--- src/rtl/led_strip_pkg.sv ---
// -----------------------------------------------------------------------------
// led_strip_pkg
// Shared types and helpers for the serial LED strip driver.
//   state_t        : transmit FSM states (IDLE, HIGH, LOW, LATCH)
//   pixel_t        : 24-bit GRB pixel word, G in [23:16], R in [15:8], B in [7:0]
//   *_MSB / *_LSB  : channel bit positions inside pixel_t
//   scale_pixel()  : per-channel brightness scaling, (c * mult) >> 8
// -----------------------------------------------------------------------------
package led_strip_pkg;

    typedef enum logic [1:0] {
        IDLE  = 2'd0,
        HIGH  = 2'd1,
        LOW   = 2'd2,
        LATCH = 2'd3
    } state_t;

    typedef logic [23:0] pixel_t;

    localparam int G_MSB = 23;
    localparam int G_LSB = 16;
    localparam int R_MSB = 15;
    localparam int R_LSB = 8;
    localparam int B_MSB = 7;
    localparam int B_LSB = 0;

    // mult is brightness+1 (1..256), so 256 leaves the channel untouched.
    function automatic logic [7:0] scale_channel(input logic [7:0] c, input logic [8:0] mult);
        return 8'((17'(c) * 17'(mult)) >> 8);
    endfunction

    function automatic pixel_t scale_pixel(input pixel_t p, input logic [8:0] mult);
        return {scale_channel(p[G_MSB:G_LSB], mult),
                scale_channel(p[R_MSB:R_LSB], mult),
                scale_channel(p[B_MSB:B_LSB], mult)};
    endfunction

endpackage

--- src/rtl/led_bit_timer.sv ---
// -----------------------------------------------------------------------------
// led_bit_timer
// Phase timing for one serial bit: a '1' is L_TIME high then S_TIME low, a '0'
// is S_TIME high then L_TIME low.
// Ports:
//   clk, rst   : clock, asynchronous active-high reset
//   en         : counting enabled (FSM in HIGH or LOW); counter held at 0 otherwise
//   bit_val    : value of the bit being sent
//   low_phase  : 0 = high phase, 1 = low phase
//   phase_end  : last cycle of the current phase
//   bit_done   : last cycle of the whole bit (end of the low phase)
// -----------------------------------------------------------------------------
module led_bit_timer #(
    parameter int L_TIME = 80,
    parameter int S_TIME = 40
) (
    input  logic clk,
    input  logic rst,
    input  logic en,
    input  logic bit_val,
    input  logic low_phase,
    output logic phase_end,
    output logic bit_done
);

    logic [15:0] cnt_reg;
    logic [15:0] phase_len;

    // Long phase is the high phase of a '1' or the low phase of a '0'.
    always_comb begin
        phase_len = (bit_val ^ low_phase) ? 16'(L_TIME) : 16'(S_TIME);
    end

    assign phase_end = en && (cnt_reg == phase_len - 16'd1);
    assign bit_done  = phase_end && low_phase;

    always_ff @(posedge clk or posedge rst) begin
        if (rst) begin
            cnt_reg <= '0;
        end else if (!en || phase_end) begin
            cnt_reg <= '0;
        end else begin
            cnt_reg <= cnt_reg + 16'd1;
        end
    end

endmodule

--- src/rtl/led_strip_driver.sv ---
// -----------------------------------------------------------------------------
// led_strip_driver
// Pixel buffer plus serial transmitter for a single-wire LED strip.
// Optional feature macro: LED_STRIP_BRIGHTNESS_EN (global brightness scaling,
// sampled at frame start). Without it the brightness port is ignored.
// Ports:
//   clk, rst        : clock, asynchronous active-high reset
//   wr_en/addr/data : pixel write port, accepted in every state, out-of-range
//                     addresses dropped
//   start           : frame request, honoured only in IDLE
//   brightness      : global scale (feature build only)
//   busy            : frame in progress (drops together with frame_done)
//   frame_done      : one-cycle pulse in the last latch cycle
//   led_stripe_pin  : registered serial data line
// -----------------------------------------------------------------------------
module led_strip_driver
    import led_strip_pkg::*;
#(
    parameter int N_LEDS = 8,
    parameter int L_TIME = 80,
    parameter int S_TIME = 40,
    parameter int R_TIME = 5000,
    parameter int AW     = (N_LEDS > 1) ? $clog2(N_LEDS) : 1
) (
    input  logic          clk,
    input  logic          rst,
    input  logic          wr_en,
    input  logic [AW-1:0] wr_addr,
    input  logic [23:0]   wr_data,
    input  logic          start,
    input  logic [7:0]    brightness,
    output logic          busy,
    output logic          frame_done,
    output logic          led_stripe_pin
);

    localparam logic [AW-1:0] LAST_PIX   = AW'(N_LEDS - 1);
    localparam logic [15:0]   R_LAST     = 16'(R_TIME - 1);
    localparam logic [15:0]   R_PRE      = 16'(R_TIME - 2);
    localparam logic          SHORT_LTCH = (R_TIME == 1);

    state_t        state_reg;
    pixel_t        shift_reg;
    logic [4:0]    bit_idx_reg;
    logic [AW-1:0] pix_idx_reg;
    logic [AW-1:0] pix_idx_next;
    logic [15:0]   latch_cnt_reg;
    pixel_t        pix_reg [N_LEDS];
    pixel_t        fetch_data;
    pixel_t        first_word;
    pixel_t        next_word;
    logic          phase_end;
    logic          bit_done;

    // Pixel storage: one word register per pixel, written when its address matches.
    genvar gi;
    generate
        for (gi = 0; gi < N_LEDS; gi++) begin : g_pix
            pixel_t word_reg;
            always_ff @(posedge clk or posedge rst) begin
                if (rst) begin
                    word_reg <= '0;
                end else if (wr_en && (wr_addr == AW'(gi))) begin
                    word_reg <= wr_data;
                end
            end
            assign pix_reg[gi] = word_reg;
        end
    endgenerate

    assign pix_idx_next = pix_idx_reg + AW'(1);

    // Read mux for the next pixel; storage updates on the same edge are not seen.
    always_comb begin
        fetch_data = '0;
        for (int i = 0; i < N_LEDS; i++) begin
            if (pix_idx_next == AW'(i)) begin
                fetch_data = pix_reg[i];
            end
        end
    end

`ifdef LED_STRIP_BRIGHTNESS_EN
    logic [7:0] bright_reg;

    always_ff @(posedge clk or posedge rst) begin
        if (rst) begin
            bright_reg <= '0;
        end else if (state_reg == IDLE && start) begin
            bright_reg <= brightness;
        end
    end

    // Pixel 0 loads on the start edge, before bright_reg holds the sample.
    assign first_word = scale_pixel(pix_reg[0], {1'b0, brightness} + 9'd1);
    assign next_word  = scale_pixel(fetch_data, {1'b0, bright_reg} + 9'd1);
`else
    logic unused_brightness;
    assign unused_brightness = ^brightness;
    assign first_word = pix_reg[0];
    assign next_word  = fetch_data;
`endif

    led_bit_timer #(
        .L_TIME(L_TIME),
        .S_TIME(S_TIME)
    ) u_bit_timer (
        .clk      (clk),
        .rst      (rst),
        .en       ((state_reg == HIGH) || (state_reg == LOW)),
        .bit_val  (shift_reg[23]),
        .low_phase(state_reg == LOW),
        .phase_end(phase_end),
        .bit_done (bit_done)
    );

    always_ff @(posedge clk or posedge rst) begin
        if (rst) begin
            state_reg      <= IDLE;
            shift_reg      <= '0;
            bit_idx_reg    <= '0;
            pix_idx_reg    <= '0;
            latch_cnt_reg  <= '0;
            busy           <= 1'b0;
            frame_done     <= 1'b0;
            led_stripe_pin <= 1'b0;
        end else begin
            frame_done <= 1'b0;
            case (state_reg)
                IDLE: begin
                    if (start) begin
                        shift_reg      <= first_word;
                        bit_idx_reg    <= '0;
                        pix_idx_reg    <= '0;
                        busy           <= 1'b1;
                        led_stripe_pin <= 1'b1;
                        state_reg      <= HIGH;
                    end
                end
                HIGH: begin
                    if (phase_end) begin
                        led_stripe_pin <= 1'b0;
                        state_reg      <= LOW;
                    end
                end
                LOW: begin
                    if (bit_done) begin
                        if (bit_idx_reg == 5'd23) begin
                            bit_idx_reg <= '0;
                            if (pix_idx_reg == LAST_PIX) begin
                                pix_idx_reg   <= '0;
                                latch_cnt_reg <= '0;
                                // A one-cycle latch is itself the frame_done cycle.
                                frame_done    <= SHORT_LTCH;
                                busy          <= !SHORT_LTCH;
                                state_reg     <= LATCH;
                            end else begin
                                pix_idx_reg    <= pix_idx_next;
                                shift_reg      <= next_word;
                                led_stripe_pin <= 1'b1;
                                state_reg      <= HIGH;
                            end
                        end else begin
                            bit_idx_reg    <= bit_idx_reg + 5'd1;
                            shift_reg      <= {shift_reg[22:0], 1'b0};
                            led_stripe_pin <= 1'b1;
                            state_reg      <= HIGH;
                        end
                    end
                end
                LATCH: begin
                    if (latch_cnt_reg == R_LAST) begin
                        latch_cnt_reg <= '0;
                        state_reg     <= IDLE;
                    end else begin
                        latch_cnt_reg <= latch_cnt_reg + 16'd1;
                        // Flag the final latch cycle; the FSM is still in LATCH then,
                        // so a start in the frame_done cycle is ignored.
                        if (latch_cnt_reg == R_PRE) begin
                            frame_done <= 1'b1;
                            busy       <= 1'b0;
                        end
                    end
                end
                default: begin
                    state_reg <= IDLE;
                end
            endcase
        end
    end

endmodule

--- config.mk ---
export PLATFORM = sky130hd
export DESIGN_NAME = led_strip_driver
export DESIGN_NICKNAME = d
export VERILOG_FILES = /design/src/rtl/led_strip_pkg.sv /design/src/rtl/led_bit_timer.sv /design/src/rtl/led_strip_driver.sv
export SDC_FILE = /design/constraint.sdc
export NUM_CORES = 1
export LEC_CHECK = 0
export BUFFER_PORTS_ARGS = -buffer_cell sky130_fd_sc_hd__buf_4
export CORE_MARGIN = 3
export CORE_UTILIZATION = 35
export CTS_BUF_LIST = sky130_fd_sc_hd__clkbuf_4
export CTS_CLUSTER_DIAMETER = 100
export DETAILED_ROUTE_END_ITERATION = 10
export PLACE_DENSITY_LB_ADDON = 0.15
export SLEW_MARGIN = 40
export SYNTH_ARGS = -nofsm -noshare
export SYNTH_HDL_FRONTEND = slang
export SYNTH_SLANG_ARGS = --single-unit
--- constraint.sdc ---
create_clock -name clk -period 9.8 [get_ports clk]
set_input_delay 1.96 -clock clk [delete_from_list [all_inputs] [get_ports clk]]
set_output_delay 1.96 -clock clk [all_outputs]
set_load 0.01 [all_outputs]
==> metrics.md <==
| Metric | Value |
|---|---|
| Status | completed |
| First-pass GRT wire length | 60000 um |
| R2R setup slack | 6380 ps |
| Worst path slowest cell | nor4_1 |
| Net load switching power | 695 uW |
| Synth Cell Area | 0.0133 mm^2 |
| Pre-CTS WS | 6040 ps |
| DR DRC count | 0 |
| Die width | 201 um |
| Dpl hpwl | 20100 um |
| Max FFs per register | 168 |
| CTS tree | done |
| Critical Path AT | 4010 ps |
| Hold Crit Start | u_bit_timer.cnt_reg[0] |
| Cts repair resizes | 0 |
| CTS root buf | clkbuf_4 |
| Storage cell area | 0.00653 mm^2 |
| Critical path fanouts, max | 13 |
| Net Sw Frac | 25.7% |
| # fillers | 3671 |
| Final Max Slew Viols | 0 |
| Worst R2R End | shift_reg[0] |
| Postcts setup bufs | 0 |
| Initial antenna violation count | 1 |
| Lkg Pwr | 6.35 nW |
| VDD IR max | 0.0835 mV |
| Initial DRC count | 518 |
| Logic pwr share | 11.9% |
| Seq/Total Area, Yosys | 49.0% |
| Post-synth EDFFs | 0 |
| PwrDens | 179 mW/mm^2 |
| Routed length per placed instance | 20.8 um |
| Number of distinct library cells after synthesis | 58 |
| Vias per cell | 5.47 |
| Total chip power | 2.70 mW |
| # rows | 70 |
| Top post-synthesis cells by area | dfrtp_1 49%, mux2_2 16%, clkbuf_1 2.4%, mux2i_1 2.3%, nor2_1 2.1% |
| Sequential power share | 49.9% |
| RR Startpoint | u_bit_timer.cnt_reg[11] |
| Final WL | 37900 um |
| I/O Pins | 42 |
| Count of final setup violators | 0 |
| Routed Antenna Nets | 0 |
| HP Class | reg -> reg |
| Max Cap Viol | 0 |
| Critical path's largest stage delay | 690 ps |
| CP endpoint kind | register |
| Num CTS Buffers | 76 |
| Latest clock arrival within the worst-skew pair | 730 ps |
| Fin nets | 1319 |
| Global-route usage over all layers | 18.8% |
| Worst Slack Setup Final | 6380 ps |
| Layout cells sized above 1 | 30.3% |
| Setup CP Type | reg -> reg |
| Relative slew slack | 40.1% |
| Clk buf depth | 3 |
| Final hold slack | 490 ps |
| Max Clk Rate | 292 MHz |
| # clock sinks | 261 |
| Top FF cell, synth | dfrtp_1 |
| Number of port buffers | 33 |
| Syn Area/Cell | 10.9 um^2 |
| Die Y-Extent | 201 um |
| Synthesized Nets | 1273 |
| Worst Skew | 59.6 ps |
| Worst-path clk slew | 60 ps |
| Tmin final | 3420 ps |
| H-tree depth | 3 |
| Clock power frac | 38.3% |
| Post-CTS Hold Fix Bufs | 0 |
| Most frequent cell after synthesis | dfrtp_1 |
| Final Hold Fails | 0 |
| Die ar. | 0.0404 mm^2 |
| Worst Tran Pin Value | 897 ps |
| Area delta synth->final | 13.4% |
| Critical path, cell by cell | or4_1, nor4_1, nand3_1, a21oi_4, buf_4, mux2_2 |
| Post-synth top cells | 261 x dfrtp_1, 195 x mux2_2, 84 x clkbuf_1, 75 x nor2_1, 55 x o21ai_0 |
| Cell taking the most area after synthesis | dfrtp_1 |
| Hold Path Depth | 1 |
| Crit start category | register |
| RSZ-0062 raised after global routing | no |
| Required @ worst endpoint | 10380 ps |
| Number of global-route vias before repair | 10200 |
| Async set-reset flop share out of synthesis | 100% |
| Pint | 2.01 mW |
| #FFs+latches synth | 261 |
| Largest net degree at the start of global routing | 153 |
| TritonRoute pass-1 iters | 4 |
| Yosys top cell area share | 49.0% |
| Tcrit/Tclk final | 34.9% |
| Routability cong. | 0.734 |
| Worst Hold Endpoint | u_bit_timer.cnt_reg[0] |
| Initial core utilization | 36.0% |
| Multi-input combinational cell area | 0.00636 mm^2 |
| Via count | 9958 |
| Setup_tns | 0 ps |
| FF-to-FF path depth | 6 |
| Core Region | 0.0370 mm^2 |
| Synth Warn # | 0 |
| Global route overflow | 0 |
| Post-Syn Instances | 1217 |
[metrics by stage]
stage               area [um^2]  instances  utilization, %
floorplan                 13300       1217               -
global placement          14100       1688            38.1
detailed placement        14100       1688            38.1
CTS                       15100       1817            40.7
global route              15100       1819            40.8
finish                    15100       1819            40.8
[critical path, delay by kind of cell (launching register included)]
kind            cells  cell delay [ps]
simple gates        3             1510
buf+inv             1              400
flops               1              420
mux                 1              360
compound gates      1              610
[power by group through the flow]
stage / Sequential, mW / Clock [mW] / Combinational [mW]
2_1_floorplan: 1.34 / 0 / 0.262
3_3_place_gp: 1.36 / 0 / 0.316
3_5_place_dp: 1.36 / 0 / 0.323
4_1_cts: 1.35 / 1.08 / 0.324
5_1_grt: 1.37 / 1.14 / 0.359
6_report: 1.35 / 1.03 / 0.321
[placed cells by master (no fill, tap or decap), drive strengths merged, types with 31 or more instances in the layout]
cell type    n
nand3       41
nand2       46
nor2        75
dfrtp      261
mux2i       31
inv         38
a21oi       53
buf         59
clkbuf     114
o21ai       55
mux2       195
[layer usage]
layer / track usage (%) / vias up / share of wire (%)
met5: 0 / - / 0
met1: 26.3 / 5044 / 48
li1: - / 4635 / -
met3: 4.00 / 64 / 4.4
met4: 6.20 / 0 / 2.3
met2: 29.2 / 215 / 45
[cell families (layout without fill, tap and decap cells)]
family,count (synthesis),count (layout),synth area share (%)
AO/OA/AOI/OAI,299,299,15.3
AND/OR/NAND/NOR,268,268,10.3
XOR/XNOR,17,17,1.23
buffers and inverters,129,226,3.76
multiplexers,226,226,18.8
other,0,1,0
flip-flops,261,261,49.0
adder cells (fa/ha/maj),17,17,1.60
[cell type report]
cell class	instances	share of cell area, %
Sequential cell	261	43.2
Multi-Input combinational cell	827	42.1
Clock buffer	114	5.66
Tap cell	504	4.17
Timing Repair Buffer	59	3.17
Inverter	38	1.03
Clock inverter	15	0.646
Antenna cell	1	0.0166
[worst max-delay path by stage]
| stage | start | to | slack, ps | cells after the start |
|---|---|---|---|---|
| floorplan | rst | bit_idx_reg[0] | 660 | 1 |
| global placement | start | shift_reg[0] | 5900 | 5 |
| detailed placement | start | shift_reg[0] | 6040 | 5 |
| CTS | u_bit_timer.cnt_reg[11] | shift_reg[0] | 6320 | 6 |
| global route | state_reg[1] | shift_reg[0] | 6200 | 8 |
| finish | u_bit_timer.cnt_reg[11] | shift_reg[0] | 6380 | 6 |
Note: power is estimated with default switching activity, not from simulation.
